File: src/rtl/mem_arbiter_if.sv
// Bundles the I-cache, D-cache and main-memory block ports around the arbiter.
// master: the arbiter's view (drives cache returns and the memory command).
// slave:  the environment's view (drives cache requests and memory responses).
interface mem_arbiter_if #(
  parameter int unsigned ADDR_W  = 28,
  parameter int unsigned BLOCK_W = 128
);
  // I-cache side (read-only)
  logic               i_read;
  logic [ADDR_W-1:0]  i_address;
  logic [BLOCK_W-1:0] i_readdata;
  logic               i_busywait;
  // D-cache side (read / write-back)
  logic               d_read;
  logic               d_write;
  logic [ADDR_W-1:0]  d_address;
  logic [BLOCK_W-1:0] d_writedata;
  logic [BLOCK_W-1:0] d_readdata;
  logic               d_busywait;
  // Memory side
  logic               mem_read;
  logic               mem_write;
  logic [ADDR_W-1:0]  mem_address;
  logic [BLOCK_W-1:0] mem_writedata;
  logic [BLOCK_W-1:0] mem_readdata;
  logic               mem_busywait;
  // 01 = I served, 10 = D served, 00 = idle
  logic [1:0]         grant;

  modport master (
    input  i_read, i_address, d_read, d_write, d_address, d_writedata,
           mem_readdata, mem_busywait,
    output i_readdata, i_busywait, d_readdata, d_busywait,
           mem_read, mem_write, mem_address, mem_writedata, grant
  );

  modport slave (
    output i_read, i_address, d_read, d_write, d_address, d_writedata,
           mem_readdata, mem_busywait,
    input  i_readdata, i_busywait, d_readdata, d_busywait,
           mem_read, mem_write, mem_address, mem_writedata, grant
  );
endinterface

File: src/rtl/mem_arbiter.sv
// Shares one main-memory block port between the I-cache and the D-cache.
// Each cache sees an ordinary busywait memory. The winning request is latched
// so the memory sees a stable command/address/data for the whole transfer.
// Arbitration prefers D; when both wait in IDLE the grant alternates.
// Ports:
//   clk   - clock, rising edge
//   rst_n - asynchronous active-low reset
//   bus   - mem_arbiter_if.master: cache requests/returns, memory command/response, grant
module mem_arbiter #(
  parameter int unsigned ADDR_W  = 28,
  parameter int unsigned BLOCK_W = 128
) (
  input  logic          clk,
  input  logic          rst_n,
  mem_arbiter_if.master bus
);

  localparam logic [1:0] IDLE    = 2'd0;
  localparam logic [1:0] SERVE_I = 2'd1;
  localparam logic [1:0] SERVE_D = 2'd2;

  localparam logic [1:0] GNT_NONE = 2'b00;
  localparam logic [1:0] GNT_I    = 2'b01;
  localparam logic [1:0] GNT_D    = 2'b10;

  logic [1:0]         state_q,      state_d;
  logic               first_q,      first_d;      // first SERVE cycle: memory busywait not yet meaningful
  logic               last_gnt_q,   last_gnt_d;   // 1 = D was granted last, 0 = I
  logic               mem_read_q,   mem_read_d;
  logic               mem_write_q,  mem_write_d;
  logic [ADDR_W-1:0]  mem_addr_q,   mem_addr_d;
  logic [BLOCK_W-1:0] mem_wdata_q,  mem_wdata_d;
  logic [1:0]         grant_q,      grant_d;

  logic i_req;
  logic d_req;
  logic i_done;
  logic d_done;

  assign i_req = bus.i_read;
  assign d_req = bus.d_read | bus.d_write;

  // Completion cycle: past the first SERVE cycle and memory no longer busy.
  assign i_done = (state_q == SERVE_I) & ~first_q & ~bus.mem_busywait;
  assign d_done = (state_q == SERVE_D) & ~first_q & ~bus.mem_busywait;

  // Cache-facing stalls and read data are combinational pass-throughs.
  assign bus.i_busywait = bus.i_read & ~i_done;
  assign bus.d_busywait = d_req & ~d_done;
  assign bus.i_readdata = bus.mem_readdata;
  assign bus.d_readdata = bus.mem_readdata;

  assign bus.mem_read      = mem_read_q;
  assign bus.mem_write     = mem_write_q;
  assign bus.mem_address   = mem_addr_q;
  assign bus.mem_writedata = mem_wdata_q;
  assign bus.grant         = grant_q;

  // State and latched-command registers.
  always_ff @(posedge clk or negedge rst_n) begin
    if (!rst_n) begin
      state_q     <= IDLE;
      first_q     <= 1'b0;
      last_gnt_q  <= 1'b0;
      mem_read_q  <= 1'b0;
      mem_write_q <= 1'b0;
      mem_addr_q  <= '0;
      mem_wdata_q <= '0;
      grant_q     <= GNT_NONE;
    end else begin
      state_q     <= state_d;
      first_q     <= first_d;
      last_gnt_q  <= last_gnt_d;
      mem_read_q  <= mem_read_d;
      mem_write_q <= mem_write_d;
      mem_addr_q  <= mem_addr_d;
      mem_wdata_q <= mem_wdata_d;
      grant_q     <= grant_d;
    end
  end

  // Arbitration, latching and completion.
  always_comb begin
    state_d     = state_q;
    first_d     = first_q;
    last_gnt_d  = last_gnt_q;
    mem_read_d  = mem_read_q;
    mem_write_d = mem_write_q;
    mem_addr_d  = mem_addr_q;
    mem_wdata_d = mem_wdata_q;
    grant_d     = grant_q;

    case (state_q)
      IDLE: begin
        // D wins unless both wait and D had the previous grant.
        if (d_req && (!i_req || !last_gnt_q)) begin
          state_d     = SERVE_D;
          first_d     = 1'b1;
          last_gnt_d  = 1'b1;
          mem_addr_d  = bus.d_address;
          mem_wdata_d = bus.d_writedata;
          // A simultaneous read and write-back resolves to the write.
          mem_write_d = bus.d_write;
          mem_read_d  = ~bus.d_write;
          grant_d     = GNT_D;
        end else if (i_req) begin
          state_d     = SERVE_I;
          first_d     = 1'b1;
          last_gnt_d  = 1'b0;
          mem_addr_d  = bus.i_address;
          mem_read_d  = 1'b1;
          mem_write_d = 1'b0;
          grant_d     = GNT_I;
        end
      end
      SERVE_I, SERVE_D: begin
        if (first_q) begin
          first_d = 1'b0;
        end else if (!bus.mem_busywait) begin
          state_d     = IDLE;
          mem_read_d  = 1'b0;
          mem_write_d = 1'b0;
          grant_d     = GNT_NONE;
        end
      end
      default: begin
        state_d     = IDLE;
        mem_read_d  = 1'b0;
        mem_write_d = 1'b0;
        grant_d     = GNT_NONE;
      end
    endcase
  end

endmodule

File: src/flat_wrapper.sv
// flat-port wrapper written by rule: the top's interface ports become plain ports
module mem_arbiter_flat 
#(
  parameter int unsigned ADDR_W  = 28,
  parameter int unsigned BLOCK_W = 128
)
  (clk, rst_n, bus_i_read, bus_i_address, bus_d_read, bus_d_write, bus_d_address, bus_d_writedata, bus_mem_readdata, bus_mem_busywait, bus_i_readdata, bus_i_busywait, bus_d_readdata, bus_d_busywait, bus_mem_read, bus_mem_write, bus_mem_address, bus_mem_writedata, bus_grant);
  mem_arbiter_if #(.ADDR_W(ADDR_W), .BLOCK_W(BLOCK_W)) bus_i ();
  input  logic clk;
  input  logic rst_n;
  input wire logic [$bits(bus_i.i_read)-1:0] bus_i_read;
  input wire logic [$bits(bus_i.i_address)-1:0] bus_i_address;
  input wire logic [$bits(bus_i.d_read)-1:0] bus_d_read;
  input wire logic [$bits(bus_i.d_write)-1:0] bus_d_write;
  input wire logic [$bits(bus_i.d_address)-1:0] bus_d_address;
  input wire logic [$bits(bus_i.d_writedata)-1:0] bus_d_writedata;
  input wire logic [$bits(bus_i.mem_readdata)-1:0] bus_mem_readdata;
  input wire logic [$bits(bus_i.mem_busywait)-1:0] bus_mem_busywait;
  output wire logic [$bits(bus_i.i_readdata)-1:0] bus_i_readdata;
  output wire logic [$bits(bus_i.i_busywait)-1:0] bus_i_busywait;
  output wire logic [$bits(bus_i.d_readdata)-1:0] bus_d_readdata;
  output wire logic [$bits(bus_i.d_busywait)-1:0] bus_d_busywait;
  output wire logic [$bits(bus_i.mem_read)-1:0] bus_mem_read;
  output wire logic [$bits(bus_i.mem_write)-1:0] bus_mem_write;
  output wire logic [$bits(bus_i.mem_address)-1:0] bus_mem_address;
  output wire logic [$bits(bus_i.mem_writedata)-1:0] bus_mem_writedata;
  output wire logic [$bits(bus_i.grant)-1:0] bus_grant;
  assign bus_i.i_read = bus_i_read;
  assign bus_i.i_address = bus_i_address;
  assign bus_i.d_read = bus_d_read;
  assign bus_i.d_write = bus_d_write;
  assign bus_i.d_address = bus_d_address;
  assign bus_i.d_writedata = bus_d_writedata;
  assign bus_i.mem_readdata = bus_mem_readdata;
  assign bus_i.mem_busywait = bus_mem_busywait;
  assign bus_i_readdata = bus_i.i_readdata;
  assign bus_i_busywait = bus_i.i_busywait;
  assign bus_d_readdata = bus_i.d_readdata;
  assign bus_d_busywait = bus_i.d_busywait;
  assign bus_mem_read = bus_i.mem_read;
  assign bus_mem_write = bus_i.mem_write;
  assign bus_mem_address = bus_i.mem_address;
  assign bus_mem_writedata = bus_i.mem_writedata;
  assign bus_grant = bus_i.grant;
  mem_arbiter #(.ADDR_W(ADDR_W), .BLOCK_W(BLOCK_W)) u_core (.clk(clk), .rst_n(rst_n), .bus(bus_i));
endmodule
File: config.mk
export PLATFORM = sky130hd
export DESIGN_NAME = mem_arbiter_flat
export DESIGN_NICKNAME = d
export VERILOG_FILES = /design/src/rtl/mem_arbiter_if.sv /design/src/rtl/mem_arbiter.sv /design/src/flat_wrapper.sv
export SDC_FILE = /design/constraint.sdc
export NUM_CORES = 1
export LEC_CHECK = 0
export ABC_AREA = 1
export BUFFER_PORTS_ARGS = -buffer_cell sky130_fd_sc_hd__buf_4
export CORE_AREA = 3 3 284 286
export DETAILED_ROUTE_END_ITERATION = 12
export DIE_AREA = 0 0 287 289
export HOLD_SLACK_MARGIN = 0.12
export PLACE_DENSITY = 0.32
export REMOVE_ABC_BUFFERS = 1
export SLEW_MARGIN = 10
export SYNTH_ARGS = -nofsm -noshare
export SYNTH_HDL_FRONTEND = slang
export SYNTH_SLANG_ARGS = --single-unit
export TNS_END_PERCENT = 30
File: constraint.sdc
create_clock -name clk -period 1.76 [get_ports clk]
set_input_delay 0 -clock clk [delete_from_list [all_inputs] [get_ports clk]]
set_output_delay 0 -clock clk [all_outputs]
set_load 0.01 [all_outputs]
* Word-level counts from Yosys, hierarchy flattened
Cells that the tools add are included.
** Operators by class
- Multiplexer cells :: 18
- Bitwise gates (word level) :: 12
- Reduce and logical (&&, ||, !) cells :: 12
- Equal/unequal tests :: 5
** Operators with widths (number)
- two-way mux 28 bit :: 2
- two-way mux 1 bit :: 8
- two-way mux 2 bit :: 4
- AND 1 bit :: 6
- case mux 1 bit (2 select lines) :: 3
- AND reduction 2 bit :: 3
- NOT 1 bit :: 5
- != test 2 bit, second input constant :: 2
- case mux 2 bit (2 select lines) :: 1
- nonzero test 2 bit :: 2
- != test 3 x 2 -> 1 bit, second input constant :: 1
- AND reduction 3 bit :: 1
- equality test 2 x 1 -> 1 bit, second input constant :: 1
- equality test 2 bit, second input constant :: 1
- logical NOT 1 bit :: 2
- logical NOT 2 bit :: 1
- OR reduction 2 bit :: 1
- logical AND 1 bit :: 1
- logical OR 1 bit :: 1
- bitwise OR 1 bit :: 1
** Storage, ports and cells
- Logic and storage cells :: 54
- Register bits :: 162

* Longest topological paths before layout
- Word-level depth :: 5
- Depth in mapped cells :: 8

* Worst setup path before layout
No wires, ideal clock.
- Path kind :: register -> register
- Start :: register, netlist name u_core.bus.grant[0]
- End :: register u_core.mem_wdata_q[63] (netlist: u_core.bus.mem_writedata[63])
- Arrival :: 1384 ps
- Stages on the path, launching flop included :: 7
- Slack :: 310 ps
- Clock period less this slack :: 1450 ps
- Buffers on the path :: 2
- Setup time :: 66 ps
- Path through :: dfrtp_1 -> inv_1 -> ha_1 -> buf_2 -> buf_1 -> nand3_1 -> nand2_1
** RTL lines
- end signal: assignment :: RTL line mem_arbiter.sv:77 : mem_wdata_q <= mem_wdata_d;
- end: declaration :: RTL line mem_arbiter.sv:32 : logic [BLOCK_W-1:0] mem_wdata_q, mem_wdata_d;

==> impl_metrics.ini <==
[placement]
pre_cts_slack_ns = 0.1455
post-place-cells = 2215
gp_congestion = 0.9406
io_buffers = 351
dpl.hpwl_um = 72670

[power_and_ir_drop]
leakagePower_nw = 7.404
power_density_nw_per_um2 = 1495
max-vdd-ir-drop_uv = 584.5
power_mw = 22.32

[finish]
fin_cells = 2612
fillers = 8866
drive_above_1_share_pct = 27.51
utilization_pct = 18.99
fin_nets = 1825
area_delta_synth_final_pct = 68.12

[setup_path]
critPathMaxStageDelay_ns = 0.38
crit_path_start_kind = flip-flop
crit_top_cell = nand2_1
crit_path_max_fanout = 39
crit_slowest_cell = dfrtp_1
worstPathCellList = inv_1 > ha_4 > buf_12 > nand2_4 > buf_4 > nand2_1 > nand2_1
cp-end-kind = flip-flop
path_class = flip-flop to flip-flop
critPathRequiredTime_ns = 2.13
arrival_ns = 1.96

[sta]
worst_pin_slew_ns = 1.081
finClkSkew_ns = 0.01255
rsz0062_at_grt = false
fin_crit_ns = 1.592
setup_violations = 0
slew_violations = 0
hold_viol = 0
max_freq_mhz = 628.0
min_period_over_period_pct = 90.48
slew_headroom_pct = 27.69
finalWorstSetupSlack_ns = 0.1676

[logic_synthesis]
synthDominantCellAreaShare_pct = 45.66
synth_edf_count = 0
ys_seq_elements = 162
syn_area_um2 = 8879
synthTopCellsByCount = nand2_1 (358), buf_4 (258), nand3_1 (189)
synth_top_cell_by_area = dfrtp_1
yosysMostFrequentCell = nand2_1
yosysSeqAreaShare_pct = 45.66
async_reset_ff_share_pct = 100.0
synth_flop_cell = dfrtp_1
synth.distinct_cells = 16
ys.warnings.count = 0
yosys-top-cells-area = dfrtp_1 (46%), buf_4 (22%), nand2_1 (15%)
synthCells = 1100
avgSynthCellArea_um2 = 8.071

[clock_tree]
cts.sinks = 162
cts-root-buf = clkbuf_16
clk_pin_slew_worst_paths_ns = 0.08
htreeDepth = 4
cts_tree = yes
clk_path_buf_depth = 2
clock_latency_ns = 0.48
postCtsSetupRepairBufs = 0
cts_buffers = 17

[global_route]
use_met1_pct = 23.32
grt_max_degree = 55
grt_pass1_vias = 9146
gr-usage-met3_pct = 14.08
globalRoute.busiestLayer = met2
grt_pass1_wl_um = 108200
gr-total-overflow = 0
grt_use_total_pct = 20.49
antenna_found_initial = 80
grt_use_met2_pct = 29.80

[floorplanning]
die_area_um2 = 82940
core_area_um2 = 78610
ios = 736
initial_utilization_pct = 11.29
dieHeight_um = 289
rows = 103
die_w_um = 287

[route]
drt_iter0_markers = 747
vias = 9488
vias_per_cell = 3.632
wire_per_inst_um = 33.62
drt_first_pass_iters = 5
drt-total-wl_um = 87830
drc = 0
ant_nets = 0

[run_status]
status = complete, no violations

[job]
drv_cap = 0

[worst_hold_path]
hp-class = input pin to flip-flop
-- cell type report --
cell class,instances,area [um2],area share [%]
Antenna cell,46,115.1,0.7712
Clock buffer,19,452.9,3.034
Clock inverter,13,141.4,0.9472
Inverter,64,242.7,1.626
Multi-Input combinational cell,561,2435,16.31
Sequential cell,162,4054,27.16
Tap cell,1050,1314,8.801
Timing Repair Buffer,697,6172,41.35
-- cell usage in the layout, fill, tap and decap left out, types with 2 or more instances in the layout --
cell type / count
a21oi_1: 2
buf_12: 11
buf_4: 367
clkbuf_16: 17
clkbuf_8: 3
clkinv_4: 3
clkinvlp_4: 2
dfrtp_1: 162
diode_2: 46
dlygate4sd3_1: 318
ha_1: 3
inv_1: 63
inv_6: 3
inv_8: 2
nand2_1: 357
nand3_1: 189
nor2_1: 3
-- layer usage --
metal,share of wire (%),vias to the layer above
met5,0.48,-
met4,4.3,20
met3,15,171
met2,41,664
met1,39,4615
li1,-,4018
-- timing repair --
| action | CTS | global route |
|---|---|---|
| hold endpoints to repair | 580 | 0 |
| hold buffers | 319 | 0 |
| resized for setup | 0 | 0 |
| setup endpoints to repair | 0 | 0 |
-- cells by family after synthesis --
kind of cell | count (synthesis) | synth area share (%)
simple gates | 551 | 26.00
buf+inv | 377 | 27.40
flops | 162 | 45.66
compound gates | 6 | 0.3804
fa+ha+maj | 4 | 0.5637
-- per-stage QoR --
step,instance area (um2),hold WS [ns],TNS [ns]
final,14930,0.2823,0
after global placement,11010,-0.02775,0
after detailed placement,11010,-0.02787,0
after global routing,14910,0.2527,0
after CTS,14810,0.2204,0
after floorplan,6686,-0.2956,-644.34
-- power breakdown --
group | internal, mW | switching (mW)
clock network | 2.07 | 1.97
logic | 4.55 | 7.03
registers | 5.56 | 1.14
total | 12.2 | 10.1
-- state kept, by name (all words and copies together), names as in the netlist --
register,cells
u_core.bus.mem_writedata,128
u_core.bus.mem_address,28
u_core.bus.grant,2
u_core.bus.mem_read,1
u_core.bus.mem_write,1
u_core.first_q,1
u_core.last_gnt_q,1
-- path summary, 6_finish.rpt --
kind,depth (start not counted),endpoint,startpoint,slack (ns)
worst max-delay path,7,u_core.bus.mem_writedata[78]$_DFFE_PN0P_,u_core.bus.grant[0]$_DFFE_PN0P_,0.17
worst min-delay path,4,u_core.bus.mem_writedata[12]$_DFFE_PN0P_,bus_d_writedata[12],0.28
worst max register to register,7,u_core.bus.mem_writedata[78]$_DFFE_PN0P_,u_core.bus.grant[0]$_DFFE_PN0P_,0.17
worst min register to register,2,u_core.bus.mem_writedata[124]$_DFFE_PN0P_,u_core.bus.mem_writedata[124]$_DFFE_PN0P_,0.47
max in group asynchronous,4,u_core.bus.mem_address[16]$_DFFE_PN0P_,rst_n,0.72
min in group asynchronous,4,u_core.bus.mem_writedata[64]$_DFFE_PN0P_,rst_n,0.68
-- worst max-delay path: cells and delay by family, from the launching register on --
family        cells  cell delay (ns)
fa+ha+maj         1             0.16
simple gates      3             0.31
buf+inv           3             0.61
flops             1             0.38
No activity file was read; power rests on OpenSTA's default activity.
